**src/rtl/lenet_pkg.sv**
```systemverilog
// Shared types and sizing for the LeNet result path: score width, class count,
// score vector type and the streamer FSM encoding.
package lenet_pkg;

  localparam int BITWIDTH    = 32;
  localparam int NUM_CLASSES = 10;
  localparam int IDX_W       = $clog2(NUM_CLASSES);

  typedef logic signed [BITWIDTH-1:0] score_t;
  typedef score_t score_vec_t [NUM_CLASSES];

  typedef enum logic [0:0] {
    ST_IDLE = 1'b0,
    ST_SEND = 1'b1
  } stream_state_t;

  localparam logic [IDX_W-1:0] LAST_IDX = IDX_W'(NUM_CLASSES - 1);

endpackage

```
**src/rtl/lenet_argmax_tracker.sv**
```systemverilog
// Running signed argmax over a stream of scores; the first beat of a frame
// loads unconditionally, later beats win only when strictly greater.
module lenet_argmax_tracker
  import lenet_pkg::*;
(
  input  logic             clk,
  input  logic             rst,
  input  logic             start,
  input  logic             valid,
  input  score_t           score,
  input  logic [IDX_W-1:0] idx,
  output score_t           max_score,
  output logic [IDX_W-1:0] max_idx
);

  score_t           r_max;
  logic [IDX_W-1:0] r_idx;
  logic             w_take;

  // Strict compare keeps the earliest index on ties.
  assign w_take = valid && (start || (score > r_max));

  always_ff @(posedge clk) begin
    if (rst) begin
      r_max <= '0;
      r_idx <= '0;
    end else if (w_take) begin
      r_max <= score;
      r_idx <= idx;
    end
  end

  assign max_score = r_max;
  assign max_idx   = r_idx;

endmodule

```
**src/rtl/lenet_result_streamer.sv**
```systemverilog
// Captures a full score vector, streams it one score per valid/ready beat and
// publishes the argmax class one cycle after the final beat is accepted.
module lenet_result_streamer
  import lenet_pkg::*;
(
  input  logic             clk,
  input  logic             rst,
  input  logic             in_valid,
  output logic             in_ready,
  input  score_t           in_vector [NUM_CLASSES],
  output logic             out_valid,
  input  logic             out_ready,
  output score_t           out_data,
  output logic [IDX_W-1:0] out_index,
  output logic             out_last,
  output logic             class_valid,
  output logic [IDX_W-1:0] class_idx,
  output score_t           class_score
);

  stream_state_t    r_state;
  score_t           r_buf [NUM_CLASSES];
  logic [IDX_W-1:0] r_cnt;
  logic             r_class_valid;
  logic [IDX_W-1:0] r_class_idx;
  score_t           r_class_score;

  logic             w_send;
  logic             w_capture;
  logic             w_xfer;
  logic             w_last_xfer;
  score_t           w_run_max;
  logic [IDX_W-1:0] w_run_idx;

  assign w_send      = (r_state == ST_SEND);
  assign in_ready    = (r_state == ST_IDLE) && !rst;
  assign w_capture   = in_valid && in_ready;
  assign w_xfer      = out_valid && out_ready;
  assign w_last_xfer = w_xfer && out_last;

  assign out_valid = w_send;
  assign out_index = w_send ? r_cnt : '0;
  assign out_data  = w_send ? r_buf[r_cnt] : '0;
  assign out_last  = w_send && (r_cnt == LAST_IDX);

  // Shadow buffer needs no reset: it is only observed while in SEND.
  generate
    for (genvar gi = 0; gi < NUM_CLASSES; gi++) begin : g_buf
      always_ff @(posedge clk) begin
        if (w_capture) begin
          r_buf[gi] <= in_vector[gi];
        end
      end
    end
  endgenerate

  always_ff @(posedge clk) begin
    if (rst) begin
      r_state <= ST_IDLE;
      r_cnt   <= '0;
    end else begin
      case (r_state)
        ST_IDLE: begin
          if (w_capture) begin
            r_state <= ST_SEND;
            r_cnt   <= '0;
          end
        end
        ST_SEND: begin
          if (w_last_xfer) begin
            r_state <= ST_IDLE;
            r_cnt   <= '0;
          end else if (w_xfer) begin
            r_cnt <= r_cnt + 1'b1;
          end
        end
        default: begin
          r_state <= ST_IDLE;
          r_cnt   <= '0;
        end
      endcase
    end
  end

  lenet_argmax_tracker u_argmax (
    .clk       (clk),
    .rst       (rst),
    .start     (r_cnt == '0),
    .valid     (w_xfer),
    .score     (out_data),
    .idx       (r_cnt),
    .max_score (w_run_max),
    .max_idx   (w_run_idx)
  );

  // During the pulse the tracker already holds the final max; latch it so the
  // reported class survives the tracker being reused by the next frame.
  always_ff @(posedge clk) begin
    if (rst) begin
      r_class_valid <= 1'b0;
      r_class_idx   <= '0;
      r_class_score <= '0;
    end else begin
      r_class_valid <= w_last_xfer;
      if (r_class_valid) begin
        r_class_idx   <= w_run_idx;
        r_class_score <= w_run_max;
      end
    end
  end

  assign class_valid = r_class_valid;
  assign class_idx   = r_class_valid ? w_run_idx : r_class_idx;
  assign class_score = r_class_valid ? w_run_max : r_class_score;

endmodule

```
**config.mk**
```make
export PLATFORM = sky130hd
export DESIGN_NAME = lenet_result_streamer
export DESIGN_NICKNAME = d
export VERILOG_FILES = /design/src/rtl/lenet_pkg.sv /design/src/rtl/lenet_argmax_tracker.sv /design/src/rtl/lenet_result_streamer.sv
export SDC_FILE = /design/constraint.sdc
export NUM_CORES = 1
export LEC_CHECK = 0
export ABC_AREA = 1
export ABC_CLOCK_PERIOD_IN_PS = 25900
export CAP_MARGIN = 0
export CORE_MARGIN = 3
export CORE_UTILIZATION = 45
export CTS_CLUSTER_DIAMETER = 120
export DETAILED_ROUTE_END_ITERATION = 10
export DONT_BUFFER_PORTS = 1
export GPL_TIMING_DRIVEN = 0
export HOLD_SLACK_MARGIN = 0.1
export SLEW_MARGIN = 10
export SYNTH_ARGS = -nofsm -noshare
export SYNTH_HDL_FRONTEND = slang
export SYNTH_SLANG_ARGS = --single-unit
```
**constraint.sdc**
```tcl
create_clock -name clk -period 25.9 [get_ports clk]
set_clock_uncertainty 0.15 [all_clocks]
set_input_delay 6.475 -clock clk [delete_from_list [all_inputs] [get_ports clk]]
set_output_delay 6.475 -clock clk [all_outputs]
set_load 0.03 [all_outputs]
```
==> impl_metrics.ini, run 1 <==
[power_and_ir_drop]
internal_power_mw = 1.16
peakVddDrop_v = 0.0000855
swShare = 0.252
power_density_nw_per_um2 = 80.6
leakagePower_nw = 7.08
p_seq_frac = 0.479
clock_power_share = 0.396
power_frac_comb = 0.126
switchingPower_uw = 392

[worst_setup_path]
critPathMaxFanout = 3
required_ns = 19.27
endpoint_kind = output port
path_cells = nor2_1
worstSetupPathType = in -> out
worstSetupStartpointType = primary input
cpLargestDelayFamily = simple AND/OR/NAND/NOR gates
cp_slowest_cell = nor2_1
critPathArrivalTime_ns = 6.93
path_buf_inv = 0
cpPeakStageDelay_ns = 0.45

[clock_tree]
ctsHoldBuffers = 0
path_clk_slew_ns = 0.05
htreeDepth = 2
cts.repair.resized = 0
post_cts_buffers = 0
numCtsBuffers = 42
clock_latency_ns = 0.58
cts_buffer_depth = 3
cts-root-buf = clkbuf_16
cts_num_sinks = 402
cts_tree = yes

[timing]
period_share = 0.523
finalHoldViolCount = 0
setup_viol = 0
period_needed_ns = 13.55
slew_headroom = 0.455
setup_slack_ns = 12.35
setup_tns_ns = 0
tightest_slew_ns = 0.814
slew_violations = 0
rsz0062_at_grt = false
fmax_mhz = 73.8

[placement]
placed_area_sq_um = 17800
numPortBuffers = 0
hpwl_um = 35600
gp_congestion = 0.843
preCtsSetupSlack_ns = 12.35

[synthesis]
syn-mean-instance-area_sq_um = 11.8
yosys_register_bits = 402
yosys_warnings = 0
synthDistinctLibCells = 32
yosysSeqAreaShare = 0.656
synth_area_sq_um = 17100
syn_nets = 1815
synth_cells = 1456

[routing]
detail_route.vias_per_cell = 5.33
first_pass_iters = 5
wirelength_um = 46900
postRouteAntennaNets = 0
drtIter0Drc = 855
wire_per_inst_um = 22.8
drc_errors = 0
vias = 10900

[die]
rows = 70
io_pins = 400
die_h_um = 201
start_util = 0.463
core_region_area_sq_um = 37000
die_width_um = 201
die_area_sq_um = 40500

[global_route]
grt-ovfl-total = 0
antenna_found_initial = 26
grt_pass1_wl_um = 68400
grt_max_degree = 130
first_global_vias = 11000
grtUsageTotal = 0.227

[final_layout]
final_common_cell = edfxtp_1
area_growth_syn_to_layout_pct = 12.5
drive_gt1_frac = 0.0985
fin_nets = 1861
layout_common_cells = 320 x edfxtp_1, 191 x nand2_1, 156 x inv_1
design_area_sq_um = 19300

[status]
status = finished, final reports clean

[min_path]
hold_class = reg -> reg

[job]
max_cap_violations = 0
[final timing paths]
check	startpoint	to	slack [ns]	cells after the start
max	rst	in_ready	12.35	1
min	r_class_score[30]	r_class_score[30]	0.32	2
max reg2reg	flip-flop	u_argmax.max_score[15]	21.30	23
min reg2reg	r_class_score[30]	r_class_score[30]	0.32	2
[power by group through the flow]
stage,clock network [mW],logic [mW],registers [mW]
final,0.615,0.195,0.744
after global placement,0,0.193,0.767
after floorplan,0,0.144,0.761
after CTS,0.628,0.198,0.744
after global routing,0.655,0.218,0.746
after detailed placement,0,0.197,0.757
[per-stage QoR]
step                hold WS [ns]  utilization  power [mW]  std cells
CTS                        0.319        0.519        1.57       2037
global route               0.337        0.520        1.62       2051
finish                     0.317        0.520        1.55       2055
global placement           0.306        0.480       0.960       1960
detailed placement         0.310        0.481       0.954       1962
floorplan                  0.298            -       0.905       1456
[cell families after synthesis]
kind of cell,Yosys count,synth area share
DFF,402,0.656
AOI/OAI and AO/OA,345,0.117
and+or+nand+nor,331,0.0823
buffers and inverters,246,0.0620
muxes,96,0.0561
adders and majority gates,35,0.0255
xor gates and xnor gates,1,0.000511
[flip-flops by register name, summed over array words and instances (netlist names), named ones only]
register	cells
r_buf	320
r_class_score	32
u_argmax.max_score	32
r_class_idx	4
r_cnt	4
u_argmax.max_idx	4
class_valid	1
out_valid	1
[synthesized netlist by cell type (all sizes together)]
master | instances | area (sq um)
edfxtp | 320 | 9610
nand2 | 195 | 756
inv | 161 | 604
a21oi | 150 | 867
o21ai | 128 | 641
mux2i | 96 | 961
dfxtp | 82 | 1640
nor2 | 82 | 325
o211ai | 65 | 488
buf | 48 | 320
nand3 | 47 | 290
clkbuf | 36 | 135
ha | 35 | 438
nand4 | 3 | 18.8
nor3 | 3 | 15.0
a21o | 1 | 7.51
clkinv | 1 | 3.75
o22ai | 1 | 6.26
or2 | 1 | 6.26
xor2 | 1 | 8.76
[layout make-up]
class	instances	area, sq um
antenna	18	45.0
buffer	84	455
clock buffer	52	1120
clock inverter	23	279
fill	3254	17800
inverter	162	616
multi-input combinational	808	4830
sequential	402	11300
tap	504	631
timing repair buffer	2	55.1
[routing by layer]
metal,share of wire,track usage
met5,0.0023,0
met4,0.023,0.0750
met3,0.078,0.0790
met2,0.50,0.388
met1,0.39,0.269
Note: power is estimated with default switching activity, not from simulation.
==> run 2, diff against run 1 <==
ABC_CLOCK_PERIOD_IN_PS = 11800   (was 25900)
clock period = 11.8 ns   (was 25.9 ns; I/O delays follow)
==> results of run 2 <==
Same layout as run 1 (identical final DEF). Status: finished, final reports clean.
Main changes from that run: setup slack after placement 12.35 ns -> 5.30 ns; setup slack after layout 12.35 ns -> 5.30 ns; register-to-register setup slack 21.30 ns -> 7.20 ns; total power 1.55 mW -> 3.41 mW; worst IR drop on VDD 0.0000855 V -> 0.000188 V
==> run 3, diff against run 2 <==
ABC_CLOCK_PERIOD_IN_PS = 6300   (was 11800)
clock period = 6.3 ns   (was 11.8 ns; I/O delays follow)
==> run 3 against run 2 <==
Against the previous run: count of clock-buffer cells in the layout grew 6; die area did not move; sequential share of layout area shrank 0.48 points; critical path depth increased by 6; critical endpoint is now out_data[5]; critical path type is now reg -> out; worst setup slack got worse by 4.0 ns.
==> impl_metrics.ini, run 3 (same netlist as run 1, synthesis figures left out) <==
[die]
die_h_um = 201
die_width_um = 201
die_area_sq_um = 40500
start_util = 0.463
io_pins = 400
core_region_area_sq_um = 37000
rows = 70

[final_layout]
final_cells = 2069
drive_gt1_frac = 0.104
top_register = r_buf
fin_nets = 1869
fin_util = 0.525
largest_reg_flops = 320
area_growth_syn_to_layout_pct = 13.4
final_common_cell = edfxtp_1
layout_common_cells = 320 x edfxtp_1, 190 x nand2_1, 156 x inv_1

[global_route]
grt_max_degree = 43
grt_pass1_wl_um = 68400
antenna_found_initial = 34
grtUsageMet3 = 0.0811
use_met1 = 0.264
grt-ovfl-total = 0
grtUsageTotal = 0.227
grt.busiest_layer = met2
grt_use_met2 = 0.384
first_global_vias = 11000

[clock_tree]
cts-root-buf = clkbuf_16
htreeDepth = 2
cts_tree = yes
clock_latency_ns = 0.59
cts.repair.resized = 0
path_clk_slew_ns = 0.06
post_cts_buffers = 0
cts_buffer_depth = 3
ctsHoldBuffers = 0
numCtsBuffers = 44
cts_num_sinks = 402

[power_and_ir_drop]
power_density_nw_per_um2 = 332
leakagePower_nw = 7.14
peakVddDrop_v = 0.000244

[timing]
rsz0062_at_grt = false
fmax_mhz = 202
slew_violations = 0
finalHoldViolCount = 0
period_needed_ns = 4.96
setup_viol = 0
tightest_slew_ns = 0.819
slew_headroom = 0.452
period_share = 0.787

[worst_setup_path]
critPathArrivalTime_ns = 3.23
critPathMaxFanout = 10
required_ns = 4.58
endpoint_kind = output port
worstSetupPathType = reg -> out
worstSetupStartpointType = flip-flop

[routing]
drc_errors = 0
first_pass_iters = 5
vias = 11000
postRouteAntennaNets = 0
detail_route.vias_per_cell = 5.31
wirelength_um = 47000
wire_per_inst_um = 22.7
drtIter0Drc = 732

[placement]
dp.cells = 1968
hpwl_um = 36200
numPortBuffers = 0
gp_congestion = 0.814

[job]
max_cap_violations = 0

[min_path]
hold_class = reg -> reg

[status]
status = finished, final reports clean
-- run 3: cell count changes in the layout (fill, tap and decap cells not counted), moves of 2 or more --
cell	previous run	this run
buf_12	0	8
buf_16	2	0
clkbuf_1	42	49
clkbuf_16	42	45
clkbuf_8	3	0
clkinv_1	11	9
clkinv_2	5	8
o21ai_0	102	100
o21ai_1	26	28
-- run 3: power by group --
group	leakage, nW	internal (mW)	switching, mW
Combinational	2.80	0.269	0.546
Sequential	3.63	3.01	0.0493
Clock	0.709	1.53	1.05
Total	7.14	4.80	1.64
-- run 3: area by class of cell --
| class | instances | area [sq um] |
|---|---|---|
| fill | 3252 | 17600 |
| sequential | 402 | 11300 |
| multi-input combinational | 808 | 4840 |
| clock buffer | 58 | 1170 |
| tap | 504 | 631 |
| inverter | 162 | 612 |
| buffer | 84 | 455 |
| clock inverter | 24 | 269 |
| timing repair buffer | 8 | 160 |
| antenna | 19 | 47.5 |
-- run 3: routing by layer --
layer / vias up / part of all wire
met5: - / 0.0036
met4: 30 / 0.027
met3: 101 / 0.090
met2: 415 / 0.50
met1: 5169 / 0.38
li1: 5262 / -
-- run 3: stage by stage --
stage	power (mW)	hold slack, ns	TNS (ns)	instance area, sq um	setup WS [ns]
5_1_grt	6.71	0.338	0	19400	1.17
4_1_cts	6.51	0.319	0	19400	1.33
6_report	6.45	0.316	0	19400	1.34
3_5_place_dp	3.93	0.310	0	17900	1.61
2_1_floorplan	3.71	0.298	-254.56	17200	-0.828
3_3_place_gp	3.93	0.306	-847.32	17800	-2.60
-- run 3: worst max-delay path, cell delays in order, from the launching register on --
cell and delay [ns]:
dfxtp_1 0.31, clkbuf_1 0.34, buf_2 0.37, buf_1 0.41
o211ai_1 0.27, o21ai_1 0.22, inv_1 0.11, nor2_1 0.62
-- run 3: final timing paths --
path                                       start                   to  slack (ns)  depth (start not counted)
worst max-delay path                   flip-flop          out_data[5]        1.34                          7
worst min register to register  r_class_score[9]     r_class_score[9]        0.32                          2
worst min-delay path            r_class_score[9]     r_class_score[9]        0.32                          2
worst max register to register         flip-flop  u_argmax.max_idx[2]        1.59                         23
